<file path="src/rtl/clb_sched.sv">
// clb_sched: round-robin scheduler sharing one CLB-128 ECB core between two requesters.
// Build with CLB_STATS_EN defined to add saturating done/timeout counters.
module clb_sched #(
    parameter int TIMEOUT = 64,
    parameter int DW      = 128
) (
    input  logic          clk,
    input  logic          rst,
    input  logic          req0_valid,
    output logic          req0_ready,
    input  logic          req0_mode,
    input  logic [DW-1:0] req0_text,
    input  logic [DW-1:0] req0_key,
    input  logic          req1_valid,
    output logic          req1_ready,
    input  logic          req1_mode,
    input  logic [DW-1:0] req1_text,
    input  logic [DW-1:0] req1_key,
    output logic          rsp_valid,
    input  logic          rsp_ready,
    output logic          rsp_id,
    output logic          rsp_err,
    output logic [DW-1:0] rsp_text,
    output logic          core_rst,
    output logic          core_mode,
    output logic [DW-1:0] core_textin,
    output logic [DW-1:0] core_key,
    input  logic [DW-1:0] core_textout,
    input  logic          core_enable
`ifdef CLB_STATS_EN
    ,
    output logic [15:0]   stat_done,
    output logic [7:0]    stat_err
`endif
);

    localparam logic [7:0] LP_LAST = 8'(TIMEOUT - 1);

    typedef enum logic [1:0] {
        S_IDLE,
        S_LOAD,
        S_RUN,
        S_RESP
    } state_t;

    state_t        r_state;
    state_t        w_state_nxt;
    logic          r_rr;
    logic          r_id;
    logic          r_mode;
    logic [DW-1:0] r_text;
    logic [DW-1:0] r_key;
    logic [7:0]    r_cnt;
    logic          r_rsp_err;
    logic [DW-1:0] r_rsp_text;

    logic w_idle;
    logic w_gnt0;
    logic w_gnt1;
    logic w_timeout;

    // Ready is gated by reset so no accept pulse can leak out while held in reset.
    assign w_idle    = (r_state == S_IDLE) && rst;
    assign w_gnt0    = w_idle && req0_valid && (!req1_valid || !r_rr);
    assign w_gnt1    = w_idle && req1_valid && (!req0_valid || r_rr);
    assign w_timeout = (r_cnt == LP_LAST);

    always_comb begin
        w_state_nxt = r_state;
        unique case (r_state)
            S_IDLE: if (w_gnt0 || w_gnt1) w_state_nxt = S_LOAD;
            S_LOAD: w_state_nxt = S_RUN;
            S_RUN:  if (core_enable || w_timeout) w_state_nxt = S_RESP;
            S_RESP: if (rsp_ready) w_state_nxt = S_IDLE;
            default: w_state_nxt = S_IDLE;
        endcase
    end

    always_ff @(posedge clk or negedge rst) begin
        if (!rst) begin
            r_state <= S_IDLE;
            r_rr    <= 1'b0;
            r_id    <= 1'b0;
            r_mode  <= 1'b0;
            r_text  <= '0;
            r_key   <= '0;
        end else begin
            r_state <= w_state_nxt;
            if (w_gnt0 || w_gnt1) begin
                r_id   <= w_gnt1;
                r_rr   <= w_gnt0;
                r_mode <= w_gnt1 ? req1_mode : req0_mode;
                r_text <= w_gnt1 ? req1_text : req0_text;
                r_key  <= w_gnt1 ? req1_key  : req0_key;
            end
        end
    end

    // Enable is checked before the timeout so a coincident result is kept.
    always_ff @(posedge clk or negedge rst) begin
        if (!rst) begin
            r_cnt      <= '0;
            r_rsp_err  <= 1'b0;
            r_rsp_text <= '0;
        end else if (r_state == S_LOAD) begin
            r_cnt <= '0;
        end else if (r_state == S_RUN) begin
            r_cnt <= r_cnt + 8'd1;
            if (core_enable) begin
                r_rsp_text <= core_textout;
                r_rsp_err  <= 1'b0;
            end else if (w_timeout) begin
                r_rsp_text <= '0;
                r_rsp_err  <= 1'b1;
            end
        end
    end

    assign req0_ready  = w_gnt0;
    assign req1_ready  = w_gnt1;
    assign rsp_valid   = (r_state == S_RESP);
    assign rsp_id      = r_id;
    assign rsp_err     = r_rsp_err;
    assign rsp_text    = r_rsp_text;
    assign core_rst    = (r_state == S_RUN) || (r_state == S_RESP);
    assign core_mode   = r_mode;
    assign core_textin = r_text;
    assign core_key    = r_key;

`ifdef CLB_STATS_EN
    logic [15:0] r_stat_done;
    logic [7:0]  r_stat_err;
    logic        w_hs;

    assign w_hs = (r_state == S_RESP) && rsp_ready;

    always_ff @(posedge clk or negedge rst) begin
        if (!rst) begin
            r_stat_done <= '0;
            r_stat_err  <= '0;
        end else if (w_hs) begin
            if (r_rsp_err) begin
                if (r_stat_err != 8'hFF) r_stat_err <= r_stat_err + 8'd1;
            end else begin
                if (r_stat_done != 16'hFFFF) r_stat_done <= r_stat_done + 16'd1;
            end
        end
    end

    assign stat_done = r_stat_done;
    assign stat_err  = r_stat_err;
`endif

endmodule
</file>
<file path="config.mk">
export PLATFORM = sky130hd
export DESIGN_NAME = clb_sched
export DESIGN_NICKNAME = d
export VERILOG_FILES = /design/src/rtl/clb_sched.sv
export SDC_FILE = /design/constraint.sdc
export NUM_CORES = 1
export LEC_CHECK = 0
export CAP_MARGIN = 40
export CORE_AREA = 2 2 402 404
export DETAILED_ROUTE_END_ITERATION = 16
export DIE_AREA = 0 0 404 406
export PLACE_DENSITY = 0.3
export SLEW_MARGIN = 0
export SYNTH_ARGS = -nofsm -noshare
export SYNTH_HDL_FRONTEND = slang
export SYNTH_SLANG_ARGS = --single-unit
</file>
<file path="constraint.sdc">
create_clock -name clk -period 4.8 [get_ports clk]
set_clock_uncertainty 0.2 [all_clocks]
set_input_delay 0.96 -clock clk [delete_from_list [all_inputs] [get_ports clk]]
set_output_delay 0.96 -clock clk [all_outputs]
set_load 0.02 [all_outputs]
</file>
Yosys cells after proc, flatten, opt, wreduce, memory -nomap -nowiden. Cells that the tools add are included.

Register bits: 398. Input bits: 648. Output and inout bits: 391. Word-level logic and storage cells: 49.

Add/sub/neg operators: 1. Equality and inequality tests: 7. Mux-type cells: 13. Bitwise operators: 1. Reductions and logical operators: 18.

Operators with widths (number): two-way mux 128 bit (4); two-way mux 8 bit (2); adder 8 x 1 -> 8 bit, second input constant (1); equality test 8 x 6 -> 1 bit, second input constant (1); case mux 2 bit (4 select lines) (1); two-way mux 2 bit (3); AND reduction 3 bit (2); logical AND 1 bit (5); logical OR 1 bit (5); equality test 2 bit, second input constant (2); inequality test 2 x 1 -> 1 bit, second input constant (2); nonzero test 2 bit (2); logical NOT 1 bit (3); two-way mux 1 bit (3); equality test 2 x 1 -> 1 bit, second input constant (1); logical NOT 2 bit (1); inequality test 2 bit, second input constant (1); inverter 1 bit (1).

Depth between registers and ports, before layout.
Depth in word-level cells: 7. Gate-level depth with buffers: 9. Gate-level depth less buffers: 5.

Worst setup path after synthesis. OpenSTA, ideal clock, no wires.

Kind: input port to output port. Start: in req1_valid. End: out req1_ready. Arrival time: 1.726 ns. Required time: 3.640 ns. Slack: 1.914 ns. Cell stages on the path: 5. Path buffers: 3. Cell sequence: and3_1 -> buf_4 -> and2_1 -> buf_6 -> buf_2.

Cells in the longest elaborated chain, start to end: 2.

RTL lines: from (decl) (line 14) `input logic req1_valid,`; logical AND 1 bit (2 in series) (line 65) `assign w_gnt1 = w_idle && req1_valid && (!req0_valid || r_rr);`; to (decl) (line 15) `output logic req1_ready,`.

No other way between the ends.

Final worst setup path.
Start: in rst. End: out req1_ready.

Cells in the longest elaborated chain, start to end: 3.

RTL lines: from (decl) (line 8) `input logic rst,`; logical AND 1 bit (line 63) `assign w_idle = (r_state == S_IDLE) && rst;`; logical AND 1 bit (2 in series) (line 65).

No other way between the ends.

==> reports/results.ini <==
[die]
fp-row-count=147
initial_core_util=0.127
fp.dieArea_um2=164000
die_w_um=404
die_y_um=406
io_pins=1039
core-area_um2=160000

[clock_tree]
cts_setup_buffers=0
cts-root-buf=clkbuf_16
cts_tree=done
htreeDepth=2
cts_num_sinks=398
worstSkewPairLatency_ns=0.66
postCtsHoldBufs=1
cts_buffers=60
clk_path_buf_depth=3
clk_pin_slew_ns=0.05
cts.repair.resized=0

[logic_synthesis]
synthDistinctLibCells=44
synth-edff-count=0
synth_area_per_cell_um2=9.64
ys_ff_latch=398
yosysSeqAreaShare=0.492
syn_nets=2753
syn_inst=2100
async_reset_ff_frac=1.00
synth.cell_area_um2=20200
ys.flop_type=dfrtp_1
yosysWarningCount=0

[sta]
fmax_mhz=239
finalCriticalPeriod_ns=4.18
slew_viol_final=0
setup-violations-final=0
hold_violations=0
fin_crit_sh=0.870
rsz0062_at_grt=no
worst_pin_slew_ns=1.04
maxSlewHeadroom=0.307
tns_ns=0

[global_routing]
grt_max_degree=139
grt_pass1_vias=21511
grt_pass1_wl_mm=179
grt_use_total=0.152
antenna_found_initial=62
overflow=0

[status]
status=finished clean

[route]
met3_wirelength_mm=10.9
vias=20585
vias_per_cell=3.97
initialDrtViolationCount=1143
drt_wl_total_mm=131
antenna_left=0
top_layer=met5
drc_errors=0
firstDrtPassIters=7
post_drt_wl_per_cell_um=25.3
wl_met1_mm=50.3
wl_met2_mm=65.9

[placement]
dp_cells=5049
io_buffers=1038
gp_congestion=0.777
placed_cell_area_um2=32800
hpwl_mm=94.5

[setup_path]
criticalPathCategory=in2out
crit_required_ns=3.64
worstSetupStartpointType=input pin
endpoint_kind=output pin
critPathMaxFanout=21
worstPathArrival_ns=3.02

[finish]
drive_gt1_frac=0.116
final_util=0.218
multi_input_area_um2=9150
fin_cells=5187
finalInstanceArea_um2=34900
area_growth_pct=72.2
fillers=17474
regArea_um2=9960
nNetsFinal=3679

[pwr]
total_power_uw=21600
p_per_area_nw_per_um2=620
peakVddDrop_mv=0.293
power_leakage_uw=0.0134

[run]
cap_violations=0

[worst_hold_path]
hold_path_class=reg2reg

synthesized netlist by cell type, types with 6 or more instances:
master / number / area [um^2]
nand2_1: 647 / 2430
dfrtp_1: 398 / 9960
nand3_1: 259 / 1300
o211ai_2: 211 / 2640
o211ai_1: 176 / 1320
clkbuf_1: 130 / 488
a22oi_1: 128 / 961
buf_2: 47 / 235
buf_8: 20 / 300
buf_1: 10 / 37.5
inv_1: 8 / 30.0
nand2b_1: 6 / 37.5
worst max-delay path, cell delays in order:
cell	delay [ns]
dlygate4sd3_1	0.56
buf_8	0.23
and3_4	0.30
and2_4	0.20
clkdlybuf4s50_1	0.72
kinds of logic (layout without fill, tap and decap cells):
family / count (synthesis) / count (layout) / share of synthesized area
flip-flops: 398 / 398 / 0.492
AND/OR/NAND/NOR: 934 / 934 / 0.193
other: 0 / 26 / 0
buffers and inverters: 224 / 1199 / 0.0590
AO/OA/AOI/OAI: 534 / 534 / 0.250
adder cells (fa/ha/maj): 5 / 5 / 0.00309
multiplexers: 5 / 5 / 0.00266
cell type report:
| type | instances | area share |
|---|---|---|
| antenna | 26 | 0.00187 |
| clock buffer | 96 | 0.0510 |
| clock inverter | 15 | 0.00700 |
| inverter | 8 | 0.000933 |
| multi-input combinational | 1478 | 0.263 |
| sequential | 398 | 0.286 |
| tap | 2086 | 0.0749 |
| timing repair buffer | 1080 | 0.316 |
final timing paths:
check                       startpoint              end  slack, ns  cells past startpoint
setup / recovery                   rst       req1_ready       0.62                      5
hold / removal             core_key[7]      core_key[7]       0.28                      2
max in group asynchronous          rst  core_textin[49]       2.22                      4
setup reg to reg            r_state[0]    core_key[110]       1.61                      7
min in group asynchronous          rst      rsp_text[8]       0.55                      2
hold reg to reg            core_key[7]      core_key[7]       0.28                      2
metal layers:
| layer | up-vias | track usage |
|---|---|---|
| li1 | 9415 | - |
| met1 | 10230 | 0.174 |
| met2 | 700 | 0.259 |
| met3 | 206 | 0.0538 |
| met4 | 34 | 0.0610 |
| met5 | - | 0 |
registers in the layout, indices dropped and copies added (netlist names):
name         count
rsp_text       128
r_state          2
rsp_err          1
r_cnt            8
core_key       128
core_textin    128
core_mode        1
r_rr             1
rsp_id           1
cell usage in the layout (no fill, tap or decap), types with 2 or more instances in the layout:
cell	instances
a21boi_0	2
o21ai_0	4
ha_1	5
nand4_1	3
clkdlybuf4s50_1	1036
clkbuf_8	12
bufinv_16	5
buf_4	19
a21oi_1	2
o211ai_1	176
nand2_1	647
and3_1	2
clkbuf_16	61
mux2i_1	2
dfrtp_1	398
diode_2	26
a22oi_1	128
nor2_1	2
nor2b_1	2
inv_1	7
clkinv_4	2
nand2b_1	4
or3_1	2
buf_16	2
o211ai_2	210
mux2_2	3
nand2b_4	2
nand3_1	258
nor3_1	2
o22ai_1	3
clkinv_2	6
buf_12	21
clkbuf_1	23
report_power, final:
part           internal [uW]  switching (uW)  total (uW)
Clock                   2790            1880        4670
Sequential              4870            1040        5910
Combinational           4760            6250       11000
Total                  12400            9170       21600
stage by stage:
stage / hold slack, ns / setup slack [ns]
6_report: 0.280 / 0.624
5_1_grt: 0.300 / 0.527
4_1_cts: 0.286 / 0.588
3_5_place_dp: 0.270 / 0.802
3_3_place_gp: 0.272 / 0.813
2_1_floorplan: 0.264 / 1.91
(Power assumes the default switching activity.)
